`config.mk`:
```
export PLATFORM = sky130hd
export DESIGN_NAME = result_bank_flat
export DESIGN_NICKNAME = d
export VERILOG_FILES = /design/src/rtl/result_bank_pkg.sv /design/src/rtl/result_bank_if.sv /design/src/rtl/result_bank_drain_ctr.sv /design/src/rtl/result_bank.sv /design/src/flat_wrapper.sv
export SDC_FILE = /design/constraint.sdc
export NUM_CORES = 1
export LEC_CHECK = 0
export CAP_MARGIN = 20
export CORE_MARGIN = 1.5
export CORE_UTILIZATION = 60
export CTS_CLUSTER_DIAMETER = 150
export DETAILED_ROUTE_END_ITERATION = 10
export GPL_TIMING_DRIVEN = 0
export HOLD_SLACK_MARGIN = 0.1
export PLACE_DENSITY = 0.8
export SYNTH_ARGS = -nofsm -noshare
export SYNTH_HDL_FRONTEND = slang
export SYNTH_SLANG_ARGS = --single-unit
export TNS_END_PERCENT = 1
```
`constraint.sdc`:
```
create_clock -name clk -period 6.7 [get_ports clk]
set_clock_uncertainty 0.2 [all_clocks]
set_input_delay 0.67 -clock clk [delete_from_list [all_inputs] [get_ports clk]]
set_output_delay 0.67 -clock clk [all_outputs]
set_load 0.05 [all_outputs]
```
`src/rtl/result_bank_pkg.sv`:
```
// Shared constants, FSM encoding and store addressing for the result bank.
package result_bank_pkg;
    localparam int ACC_W   = 10;
    localparam int MAX_DIM = 3;
    localparam int DEPTH   = MAX_DIM * MAX_DIM;
    localparam int DIM_W   = 2;
    localparam int IDX_W   = 4;

    typedef enum logic [1:0] {
        ST_IDLE    = 2'd0,
        ST_COLLECT = 2'd1,
        ST_DRAIN   = 2'd2,
        ST_DONE    = 2'd3
    } state_t;

    function automatic logic [IDX_W-1:0] idx(input logic [DIM_W-1:0] r,
                                             input logic [DIM_W-1:0] c);
        return IDX_W'(int'(r) * MAX_DIM + int'(c));
    endfunction
endpackage

```
`src/rtl/result_bank_if.sv`:
```
// MAC-side capture inputs plus the serial readback stream of the result bank.
interface result_bank_if;
    import result_bank_pkg::*;

    logic             clear;
    logic [DIM_W-1:0] row_w;
    logic [DIM_W-1:0] col_x;
    logic             mac_valid;
    logic [ACC_W-1:0] mac_out1;
    logic [ACC_W-1:0] mac_out2;
    logic [ACC_W-1:0] mac_out3;
    logic [ACC_W-1:0] dout;
    logic             dout_valid;
    logic             dout_ready;
    logic             busy;
    logic             done;
    logic             overflow;

    modport master (
        output clear, row_w, col_x, mac_valid, mac_out1, mac_out2, mac_out3, dout_ready,
        input  dout, dout_valid, busy, done, overflow
    );

    modport slave (
        input  clear, row_w, col_x, mac_valid, mac_out1, mac_out2, mac_out3, dout_ready,
        output dout, dout_valid, busy, done, overflow
    );
endinterface

```
`src/rtl/result_bank_drain_ctr.sv`:
```
// Nested row/col read counter: walks row-major over rows_i x cols_i, wraps to (0,0).
module result_drain_ctr #(
    parameter int DIM_W = 2
) (
    input  logic             clk,
    input  logic             rst_n,
    input  logic             clr_i,
    input  logic             adv_i,
    input  logic [DIM_W-1:0] rows_i,
    input  logic [DIM_W-1:0] cols_i,
    output logic [DIM_W-1:0] row_o,
    output logic [DIM_W-1:0] col_o,
    output logic             last_o
);
    logic [DIM_W-1:0] row_q, col_q;
    logic             row_last, col_last;

    assign row_last = (row_q == rows_i - DIM_W'(1));
    assign col_last = (col_q == cols_i - DIM_W'(1));
    assign last_o   = row_last && col_last;
    assign row_o    = row_q;
    assign col_o    = col_q;

    always_ff @(posedge clk or negedge rst_n) begin
        if (!rst_n) begin
            row_q <= '0;
            col_q <= '0;
        end else if (clr_i) begin
            row_q <= '0;
            col_q <= '0;
        end else if (adv_i) begin
            if (col_last) begin
                col_q <= '0;
                row_q <= row_last ? '0 : row_q + DIM_W'(1);
            end else begin
                col_q <= col_q + DIM_W'(1);
            end
        end
    end
endmodule

```
`src/rtl/result_bank.sv`:
```
// Captures 3-lane MAC result columns into a 3x3 store, then streams the RxC matrix row-major.
module result_bank
    import result_bank_pkg::*;
(
    input  logic         clk,
    input  logic         rst_n,
    result_bank_if.slave bus
);
    state_t           state_q, state_d;
    logic [DIM_W-1:0] rows_q, rows_d, cols_q, cols_d, col_cnt_q, col_cnt_d;
    logic [DIM_W-1:0] cap_col, cap_rows;
    logic [DIM_W-1:0] rd_row, rd_col;
    logic [ACC_W-1:0] store_q [DEPTH];
    logic [ACC_W-1:0] lane [MAX_DIM];
    logic             accept, hs, rd_last, overflow_q, drain;

    assign lane[0] = bus.mac_out1;
    assign lane[1] = bus.mac_out2;
    assign lane[2] = bus.mac_out3;

    assign drain = (state_q == ST_DRAIN);
    assign hs    = drain && bus.dout_ready;

    always_comb begin
        state_d   = state_q;
        rows_d    = rows_q;
        cols_d    = cols_q;
        col_cnt_d = col_cnt_q;
        cap_col   = col_cnt_q;
        cap_rows  = rows_q;
        accept    = 1'b0;
        case (state_q)
            ST_IDLE: begin
                cap_col   = '0;
                cap_rows  = bus.row_w;
                col_cnt_d = '0;
                if (bus.mac_valid && bus.row_w != '0 && bus.col_x != '0) begin
                    accept    = 1'b1;
                    rows_d    = bus.row_w;
                    cols_d    = bus.col_x;
                    col_cnt_d = DIM_W'(1);
                    state_d   = (bus.col_x == DIM_W'(1)) ? ST_DRAIN : ST_COLLECT;
                end
            end
            ST_COLLECT: begin
                if (bus.mac_valid) begin
                    accept    = 1'b1;
                    col_cnt_d = col_cnt_q + DIM_W'(1);
                    if (col_cnt_q == cols_q - DIM_W'(1)) state_d = ST_DRAIN;
                end
            end
            ST_DRAIN: begin
                if (hs && rd_last) state_d = ST_DONE;
            end
            ST_DONE: begin
                col_cnt_d = '0;
                state_d   = ST_IDLE;
            end
            default: state_d = ST_IDLE;
        endcase
        // clear wins over any capture or handshake in the same cycle
        if (bus.clear) begin
            state_d   = ST_IDLE;
            col_cnt_d = '0;
            accept    = 1'b0;
        end
    end

    always_ff @(posedge clk or negedge rst_n) begin
        if (!rst_n) begin
            state_q    <= ST_IDLE;
            rows_q     <= '0;
            cols_q     <= '0;
            col_cnt_q  <= '0;
            overflow_q <= 1'b0;
            for (int i = 0; i < DEPTH; i++) store_q[i] <= '0;
        end else begin
            state_q   <= state_d;
            rows_q    <= rows_d;
            cols_q    <= cols_d;
            col_cnt_q <= col_cnt_d;
            if (bus.clear) begin
                overflow_q <= 1'b0;
                for (int i = 0; i < DEPTH; i++) store_q[i] <= '0;
            end else begin
                if (bus.mac_valid && (state_q == ST_DRAIN || state_q == ST_DONE))
                    overflow_q <= 1'b1;
                if (accept) begin
                    for (int r = 0; r < MAX_DIM; r++)
                        if (DIM_W'(r) < cap_rows) store_q[idx(DIM_W'(r), cap_col)] <= lane[r];
                end
            end
        end
    end

    result_drain_ctr #(.DIM_W(DIM_W)) u_ctr (
        .clk    (clk),
        .rst_n  (rst_n),
        .clr_i  (bus.clear),
        .adv_i  (hs && !bus.clear),
        .rows_i (rows_q),
        .cols_i (cols_q),
        .row_o  (rd_row),
        .col_o  (rd_col),
        .last_o (rd_last)
    );

    assign bus.dout_valid = drain;
    assign bus.dout       = drain ? store_q[idx(rd_row, rd_col)] : '0;
    assign bus.busy       = (state_q == ST_COLLECT) || drain;
    assign bus.done       = (state_q == ST_DONE);
    assign bus.overflow   = overflow_q;
endmodule

```
`src/flat_wrapper.sv`:
```
// flat-port wrapper written by rule: the top's interface ports become plain ports
module result_bank_flat import result_bank_pkg::*;
  (clk, rst_n, bus_clear, bus_row_w, bus_col_x, bus_mac_valid, bus_mac_out1, bus_mac_out2, bus_mac_out3, bus_dout_ready, bus_dout, bus_dout_valid, bus_busy, bus_done, bus_overflow);
  result_bank_if bus_i ();
  input  logic clk;
  input  logic rst_n;
  input wire logic [$bits(bus_i.clear)-1:0] bus_clear;
  input wire logic [$bits(bus_i.row_w)-1:0] bus_row_w;
  input wire logic [$bits(bus_i.col_x)-1:0] bus_col_x;
  input wire logic [$bits(bus_i.mac_valid)-1:0] bus_mac_valid;
  input wire logic [$bits(bus_i.mac_out1)-1:0] bus_mac_out1;
  input wire logic [$bits(bus_i.mac_out2)-1:0] bus_mac_out2;
  input wire logic [$bits(bus_i.mac_out3)-1:0] bus_mac_out3;
  input wire logic [$bits(bus_i.dout_ready)-1:0] bus_dout_ready;
  output wire logic [$bits(bus_i.dout)-1:0] bus_dout;
  output wire logic [$bits(bus_i.dout_valid)-1:0] bus_dout_valid;
  output wire logic [$bits(bus_i.busy)-1:0] bus_busy;
  output wire logic [$bits(bus_i.done)-1:0] bus_done;
  output wire logic [$bits(bus_i.overflow)-1:0] bus_overflow;
  assign bus_i.clear = bus_clear;
  assign bus_i.row_w = bus_row_w;
  assign bus_i.col_x = bus_col_x;
  assign bus_i.mac_valid = bus_mac_valid;
  assign bus_i.mac_out1 = bus_mac_out1;
  assign bus_i.mac_out2 = bus_mac_out2;
  assign bus_i.mac_out3 = bus_mac_out3;
  assign bus_i.dout_ready = bus_dout_ready;
  assign bus_dout = bus_i.dout;
  assign bus_dout_valid = bus_i.dout_valid;
  assign bus_busy = bus_i.busy;
  assign bus_done = bus_i.done;
  assign bus_overflow = bus_i.overflow;
  result_bank u_core (.clk(clk), .rst_n(rst_n), .bus(bus_i));
endmodule
```
==> impl_metrics.tcl, run 1 <==
set metrics [dict create \
    status "complete, no violations" \
    die_w_um 107 \
    grt_pass1_wl_um 30100 \
    worst_slack_ps 1480 \
    syn-instance-count 620 \
    clockPowerShare_pct 22.6 \
    vias_per_cell 6.98 \
    maxCapViolations 0 \
    avgRoutedWirePerCell_um 23.3 \
    net-switching-power_uw 703 \
    final_net_count 741 \
    cts_buffers 9 \
    area_growth_syn_to_layout_pct 14.0 \
    io_pins 53 \
    final_layout_size_suffix_gt1_share_pct 8.85 \
    hp-class "flip-flop to flip-flop" \
    seq_area_frac_synth_pct 39.6 \
    p_sw_share_pct 39.5 \
    finalPower_mw 1.78 \
    async_reset_ff_share_pct 100 \
    cts_resized 0 \
    setup_tns_ps 0 \
    drtIter0Drc 662 \
    grt_max_degree 72 \
    final_cell_mix "dfrtp_1 (103), mux2i_1 (85), o21ai_0 (68)" \
    io_buffers 51 \
    synth_edf_count 0 \
    p_seq_share_pct 42.4 \
    start_kind "flip-flop" \
    worstSetupPathType "flip-flop to primary output" \
    syn_area_sq_um 6500 \
    final_common_cell "dfrtp_1" \
    cts.sinks 103 \
    synth-seq-cells 103 \
    timing.fmax_ghz 0.192 \
    cts.clk_slew.worst_paths_ps 110 \
    grt_overflow 0 \
    place_inst 808 \
    synth_cell_types 56 \
    cts_tree "done" \
    cp_data_required_time_ps 5830 \
    yosys-top-cells-area "dfrtp_1 (40%), mux2i_1 (13%), mux4_2 (6.9%)" \
    slew_viol_final 0 \
    firstDrtPassIters 6 \
    setup_viol 0 \
    fill_cells 790 \
    fin_crit_sh_pct 77.9 \
    finalNonFillerCells 825 \
    finalCriticalPeriod_ps 5220 \
    synthFlopType "dfrtp_1" \
    route.detailed.drc 0 \
    tightest_slew_ps 880 \
    clockBufferDepth 2 \
    utilization_pct 71.2 \
    syn_avg_cell_area_sq_um 10.5 \
    rows 37 \
    rsz0062_at_grt "false" \
    synth_nets 677 \
    slew_headroom_pct 41.0 \
    insertion_delay_ps 380 \
    start_util_pct 62.4 \
    place_hpwl_um 13500 \
    core_area_sq_um 10400 \
    gp_congestion 0.962 \
    drt-total-wl_um 19200 \
    holdWs_ps 319 \
    internal_power_mw 1.08 \
    hold_viol 0 \
    p_comb_share_pct 34.9 \
    ys_warn_count 0 \
    vias 5761 \
    critPathMaxFanout 10 \
    die_y_um 107 \
    num_antenna_cells 0 \
    synth_top_cell_by_area "dfrtp_1" \
    dpl_cell_area_sq_um 7210 \
    detail-route-antenna-nets 0 \
    antenna_found_initial 0 \
    grt_pass1_vias 5656 \
    leakage_nw 3.72 \
    critPathCaptureType "primary output" \
    power_density_nw_per_um2 240 \
    die_area_sq_um 11500 \
    stdcell_area_sq_um 7420 \
    cp.arrival_ps 4350 \
    root_buffer "clkbuf_8" \
    synth_top_area_share_pct 39.6 \
    h-tree-depth 3 \
    post-place-ws_ps 1990 \
    grt_use_total_pct 34.5 \
    ir_drop_mv 0.155 \
]
[worst paths after layout]
kind,startpoint,endpoint,slack (ps),depth (start not counted)
max,u_core.u_ctr.col_o[1],bus_dout[3],1480,7
min reg2reg,u_core.store_q[32],u_core.store_q[32],320,1
min in group asynchronous,rst_n,u_core.state_q[0],560,2
max reg2reg,u_core.state_q[0],u_core.store_q[88],3400,12
min,u_core.store_q[32],u_core.store_q[32],320,1
max in group asynchronous,rst_n,u_core.store_q[11],5020,3
[cells in the mapped netlist (3+ instances only)]
library cell,instances
nor2_1,11
a21o_1,39
and2_1,3
mux4_2,20
dfrtp_1,103
a22o_1,19
nand2_1,25
fa_1,3
mux2i_1,85
o22ai_1,10
ha_1,15
buf_1,6
inv_1,13
a22oi_1,30
nor2b_1,5
buf_2,4
and3_1,13
a21oi_1,57
nand3_1,3
nand2b_1,9
o21ai_0,68
nor3_1,3
mux2_2,3
a211oi_1,11
clkbuf_1,23
[critical path: stages, from the launching register on]
cell,delay [ps]
dfrtp_1,490
fa_1,530
ha_1,250
fa_1,510
buf_1,650
mux2i_1,310
a211oi_1,360
clkdlybuf4s50_1,870
[registers in the layout (all words and copies together), names as in the netlist]
signal               cells
u_core.cols_q            2
u_core.u_ctr.row_o       2
u_core.u_ctr.col_o       2
u_core.rows_q            2
u_core.store_q          90
u_core.col_cnt_q         2
u_core.bus.overflow      1
u_core.state_q           2
[repair_timing]
item	in CTS	in global routing
hold buffers	1	0
setup buffers	0	0
hold endpoints to repair	32	0
[area by class of cell]
cell class	instances	area, sq um	area share (%)
multi-input combinational	468	3730	50.3
buffer	36	146	1.97
clock inverter	6	60.1	0.810
tap	136	170	2.29
timing repair buffer	53	546	7.35
clock buffer	10	138	1.86
inverter	13	48.8	0.658
sequential	103	2580	34.8
[routing by layer]
metal  track usage [%]  vias to the layer above  wire (um)
li1                  -                     2491          -
met3              7.84                       47       1870
met5                 0                        -          0
met4              14.8                        0        597
met2              55.2                      369       9180
met1              44.9                     2854       7600
[logic make-up (layout without fill, tap and decap cells)]
logic type      count (synthesis)  count (layout)  synth area share [%]
xor+xnor                        3               3                 0.404
mux                           108             108                  20.5
buf+inv                        49             118                  3.00
compound gates                252             252                  25.0
fa+ha+maj                      18              18                  3.81
flops                         103             103                  39.6
simple gates                   87              87                  7.66
[power by group through the flow]
stage / registers [mW] / clock network, mW / logic, mW
2_1_floorplan: 0.747 / 0 / 0.408
3_3_place_gp: 0.759 / 0 / 0.583
3_5_place_dp: 0.763 / 0 / 0.606
4_1_cts: 0.751 / 0.405 / 0.609
5_1_grt: 0.763 / 0.427 / 0.666
6_report: 0.755 / 0.402 / 0.622
Note: power is estimated with default switching activity, not from simulation.
==> run 2: changes to the inputs <==
- CORE_UTILIZATION: 60 -> 59
- PLACE_DENSITY: 0.8 -> 0.79
- clock period: 6.7 -> 5.3 ns (I/O delays scaled with it)
==> run 2 against run 1 <==
  * Final cell count rose by 0.48%
  * Worst hold slack got worse by 8.9 ps
  * Flip-flop and latch count unchanged
  * Sequential share of layout area barely moved
  * Critical path depth did not move
  * Clock power up 26%
  * Via count rose by 0.90%
  * Die area rose by 1.6%
  * Register-to-register slack lost 1500 ps
  * Critical endpoint is now bus_dout[4]
  * Largest power group unchanged
==> impl_metrics.tcl, run 2 (same netlist as run 1, synthesis figures left out) <==
set metrics [dict create \
    status "complete, no violations" \
    crit_path_max_incr_delay_ps 860 \
    maxCapViolations 0 \
    rows 38 \
    timing.fmax_ghz 0.200 \
    cp_data_required_time_ps 4570 \
    leakage_nw 3.72 \
    crit_path_end "bus_dout[4]" \
    final_cell_mix "dfrtp_1 (103), mux2i_1 (85), o21ai_0 (68)" \
    vias_per_cell 7.01 \
    final_common_cell "dfrtp_1" \
    die_w_um 108 \
    setup_viol 0 \
    regArea_sq_um 2580 \
    ir_drop_mv 0.243 \
    root_buffer "clkbuf_8" \
    grt_overflow 0 \
    r2r_end "u_core.store_q[86]" \
    critPathCaptureType "primary output" \
    final_layout_size_suffix_gt1_share_pct 8.85 \
    route.detailed.drc 0 \
    start_kind "flip-flop" \
    io_buffers 51 \
    power_density_nw_per_um2 304 \
    drtIter0Drc 750 \
    holdWs_ps 310 \
    worstSetupPathType "flip-flop to primary output" \
    vias 5813 \
    regMostFlops "u_core.store_q" \
    critical_path.reg2reg.startpoint "u_core.state_q[0]" \
    start_util_pct 60.3 \
    rsz0062_at_grt "false" \
    cts.sinks 103 \
    cp.arrival_ps 4270 \
    reg2reg_slack_ps 1950 \
    grt_pass1_wl_um 30600 \
    die_area_sq_um 11700 \
    insertion_delay_ps 390 \
    hp-class "flip-flop to flip-flop" \
    cts_resized 0 \
    die_y_um 108 \
    critPathMaxFanout 10 \
    avgRoutedWirePerCell_um 23.8 \
    num_antenna_cells 0 \
    largest_reg_flops 90 \
    detail-route-antenna-nets 0 \
    core_area_sq_um 10800 \
    fill_cells 835 \
    cts_setup_buffers 0 \
    ff2ff_path_depth 12 \
    fin_crit_sh_pct 94.3 \
    startpoint "u_core.u_ctr.col_o[1]" \
    finalCriticalPeriod_ps 5000 \
    slew_headroom_pct 35.8 \
    grt_max_degree 67 \
    final_net_count 741 \
    drt-total-wl_um 19700 \
    antenna_found_initial 0 \
    cp_cell_sequence "fa_1 -> ha_1 -> fa_1 -> buf_1 -> mux2i_1 -> a211oi_1 -> clkdlybuf4s50_1" \
    cts.clk_slew.worst_paths_ps 100 \
    firstDrtPassIters 6 \
    grt_use_total_pct 35.4 \
    stdcell_area_sq_um 7420 \
    h-tree-depth 3 \
    cts_tree "done" \
    grt_pass1_vias 5779 \
    slew_viol_final 0 \
    io_pins 53 \
    clockBufferDepth 2 \
    cts_buffers 9 \
    crit_path_frequent_cell "fa_1" \
    tightest_slew_ps 958 \
    hold_viol 0 \
    hold_buffers 1 \
    slowest_stage "clkdlybuf4s50_1" \
    multi_input_area_sq_um 3730 \
    area_growth_syn_to_layout_pct 14.2 \
    gp_congestion 0.903 \
    place_hpwl_um 13500 \
    dpl_cell_area_sq_um 7210 \
]
==> run 2: cell count changes in the layout (fill, tap and decap cells not counted) <==
| cell | change |
|---|---|
| clkbuf_8 | +2 |
| clkinv_4 | -1 |
| inv_6 | +2 |
| inv_8 | -3 |
==> run 2: how the worst min path moves through the flow <==
stage                            start                  end  slack, ps  depth (start not counted)
floorplan                        rst_n  u_core.bus.overflow         30                          0
global placement    u_core.store_q[47]   u_core.store_q[47]        280                          1
detailed placement  u_core.store_q[29]   u_core.store_q[29]        290                          1
CTS                 u_core.store_q[29]   u_core.store_q[29]        310                          1
global route         u_core.store_q[2]    u_core.store_q[2]        330                          1
finish              u_core.store_q[29]   u_core.store_q[29]        310                          1
==> run 2: layout make-up <==
class                   count  share of cell area, %
plain buffers              36                   1.97
clock buffers              12                   2.22
clock inverters             4                  0.472
inverters                  13                  0.657
multi-input cells         468                   50.3
flip-flops and latches    103                   34.7
well taps                 140                   2.36
repair buffers             53                   7.35
==> run 2: worst max-delay path: cells and delay by family, from the launching register on <==
kind                       cells  cell delay, ps
muxes                          1             300
adders and majority gates      3            1260
DFF                            1             460
AOI/OAI and AO/OA              1             350
buffers and inverters          2            1500
==> run 2: through the flow <==
step           util, %  TNS [ps]  power, mW  cells  worst slack (ps)
2_1_floorplan        -         0       1.46    620              1120
5_1_grt           68.8         0       2.35    829               138
3_5_place_dp      66.8         0       1.73    812               783
3_3_place_gp      66.6    -48300       1.70    811              -476
4_1_cts           68.8         0       2.24    829               338
6_report          68.8         0       2.26    829               301
==> run 2: routing by layer <==
metal  vias to the layer above  global-route usage [%]  wire length (um)
met5                         -                       0                 0
met4                         0                    22.3              1100
met3                        94                    9.10              2050
met2                       365                    54.3              9040
met1                      2849                    44.8              7520
li1                       2505                       -                 -
==> run 2: power breakdown <==
| group | switching [mW] | internal, mW |
|---|---|---|
| Sequential | 0.0874 | 0.869 |
| Combinational | 0.498 | 0.293 |
| Clock | 0.293 | 0.215 |
==> patch (settings of run 2) <==
Change the package constant `IDX_W` from 4 to 5.
--- a/src/rtl/result_bank_pkg.sv
+++ b/src/rtl/result_bank_pkg.sv
@@ -4,7 +4,7 @@
     localparam int MAX_DIM = 3;
     localparam int DEPTH   = MAX_DIM * MAX_DIM;
     localparam int DIM_W   = 2;
-    localparam int IDX_W   = 4;
+    localparam int IDX_W   = 5;
 
     typedef enum logic [1:0] {
         ST_IDLE    = 2'd0,
Function: no difference found for any inputs over 4 cycles, from zero or initial values and one cycle with rst_n low; that may be too few to reach the edited logic, so the function may still have changed.
==> patch against run 2 <==
  * Synthesized area increased by 3.0%
  * Wire length increased by 5.5%
  * Utilization increased by 0.70 points
  * Largest cell class unchanged
  * Clock power increased by 26%
  * Highest routed layer unchanged
  * Power increased by 11%
  * Critical endpoint is now bus_dout[6]
  * Design area increased by 2.4%
  * Setup slack improved by 0.028 ns
  * Sequential cell count unchanged
==> patch: results (changes against run 2) <==
Status
  – Status: completed

Synthesis
  – Register area share after synthesis: 0.385 (-0.0117)
  – Synth Area in Compound Gates: 0.235 (-0.0143)
  – Post-synth top cells: 103 x dfrtp_1, 100 x o21ai_0, 68 x nand2_1
  – Top cells by area, synth: dfrtp_1 38%, mux2i_1 9.4%, o21ai_0 7.5%
  – Adder-cell share of the synthesized area: 0.0329 (-0.00523)
  – Yosys cell types: 60 (+7.1%)
  – Mux cell area share after synthesis: 0.166 (-0.0389)
  – Mapped Nets: 745 (+10%)
  – Synth Area in XOR/XNOR: 0.00784 (+0.00380)

Clock tree
  – Root Buffer: clkbuf_16
  – Clk_lat worst skew: 0.36 ns (-0.03 ns)
  – Clock-pin slew on the worst setup and hold paths: 0.07 ns (-0.03 ns)

Finish
  – Nets: 799 (+7.8%)
  – Fill cells: 803 (-3.8%)
  – Layout cells sized above 1: 0.0976 (+0.00906)
  – Register name with the most flops: u_core.store_q

STA
  – Worst hold slack: 0.310 ns (+0.000378 ns)
  – Slew Limit Headroom: 0.385 (+0.0278)
  – Final worst-path cycle share: 0.938 (-0.00521)

Power and ir drop
  – Max VDD drop: 0.000309 V (+27%)
  – Combinational group power: 0.907 mW (+15%)
  – Total internal power: 1.54 mW (+12%)
  – Leak pwr: 3.45 nW (-7.2%)
  – P_seq: 0.959 mW (about the same)
  – Psw: 0.963 mW (+9.6%)

Setup path
  – Worst Path Arrival: 4.24 ns (-0.03 ns)
  – Critical Path Source: u_core.u_ctr.row_o[0]
  – Reg2reg start: u_core.state_q[1]
  – R2R setup slack: 1.82 ns (-0.13 ns)
  – R2R cell count: 11 (-1)
  – Worst setup path end: bus_dout[6]
  – R2r endpoint: u_core.store_q[73]
  – Max incr delay on CP: 0.88 ns (+0.02 ns)

Global routing
  – Met2 usage: 0.585 (+0.0413)
  – GR Util met1: 0.457 (+0.00862)
  – First-pass GRT wire length: 32,500 um (+6.3%)
  – Largest net degree at the start of global routing: 54 (-19%)
  – Met3 usage: 0.117 (+0.0258)
  – GRT Total Usage: 0.368 (+0.0135)
  – Initial antenna violation count: 0 (unchanged)

Hold path
  – Worst min path class: flip-flop to flip-flop
  – Hold Startpoint: u_core.store_q[33]
  – Worst hold path stage count: 1 (unchanged)
  – WHS Endpoint: u_core.store_q[33]

Placement
  – Post-DP HPWL: 14,500 um (+7.5%)
  – Setup WS pre-CTS: 0.801 ns (+0.0174 ns)
  – Final Wtd Congestion: 0.965 (+6.8%)
  – IO buf count: 41 (-20%)
  – Placed cell count: 871 (+7.3%)

Route
  – Initial DRC count: 654 (-13%)
  – Routed wl met3: 2120 um (+3.5%)
  – Met1 Wirelength: 8000 um (+6.3%)
  – DR vias/cell: 6.89 (-1.7%)
  – Mean routed wirelength per cell: 23.4 um (-1.5%)
  – Met2 wire length: 9790 um (+8.4%)
-- patch: per-stage QoR --
step	utilization	instance area (sq um)	TNS, ns
after floorplan	-	6700	0
after global placement	0.666	7290	-43.47
after detailed placement	0.669	7310	0
after CTS	0.695	7600	0
after global routing	0.695	7600	0
final	0.695	7600	0
-- patch: cell families after synthesis --
| logic type | after synthesis |
|---|---|
| AO/OA/AOI/OAI | 250 |
| buffers and inverters | 65 |
| multiplexers | 86 |
| flip-flops | 103 |
| AND/OR/NAND/NOR | 162 |
| XOR/XNOR | 6 |
| adder cells (fa/ha/maj) | 17 |
-- patch: area by class of cell --
type,count,area share
Clock buffer,12,0.0324
Inverter,12,0.00593
Sequential cell,103,0.339
Timing Repair Buffer,43,0.0586
Multi-Input combinational cell,521,0.502
Clock inverter,4,0.00412
Tap cell,140,0.0230
Buffer,53,0.0347
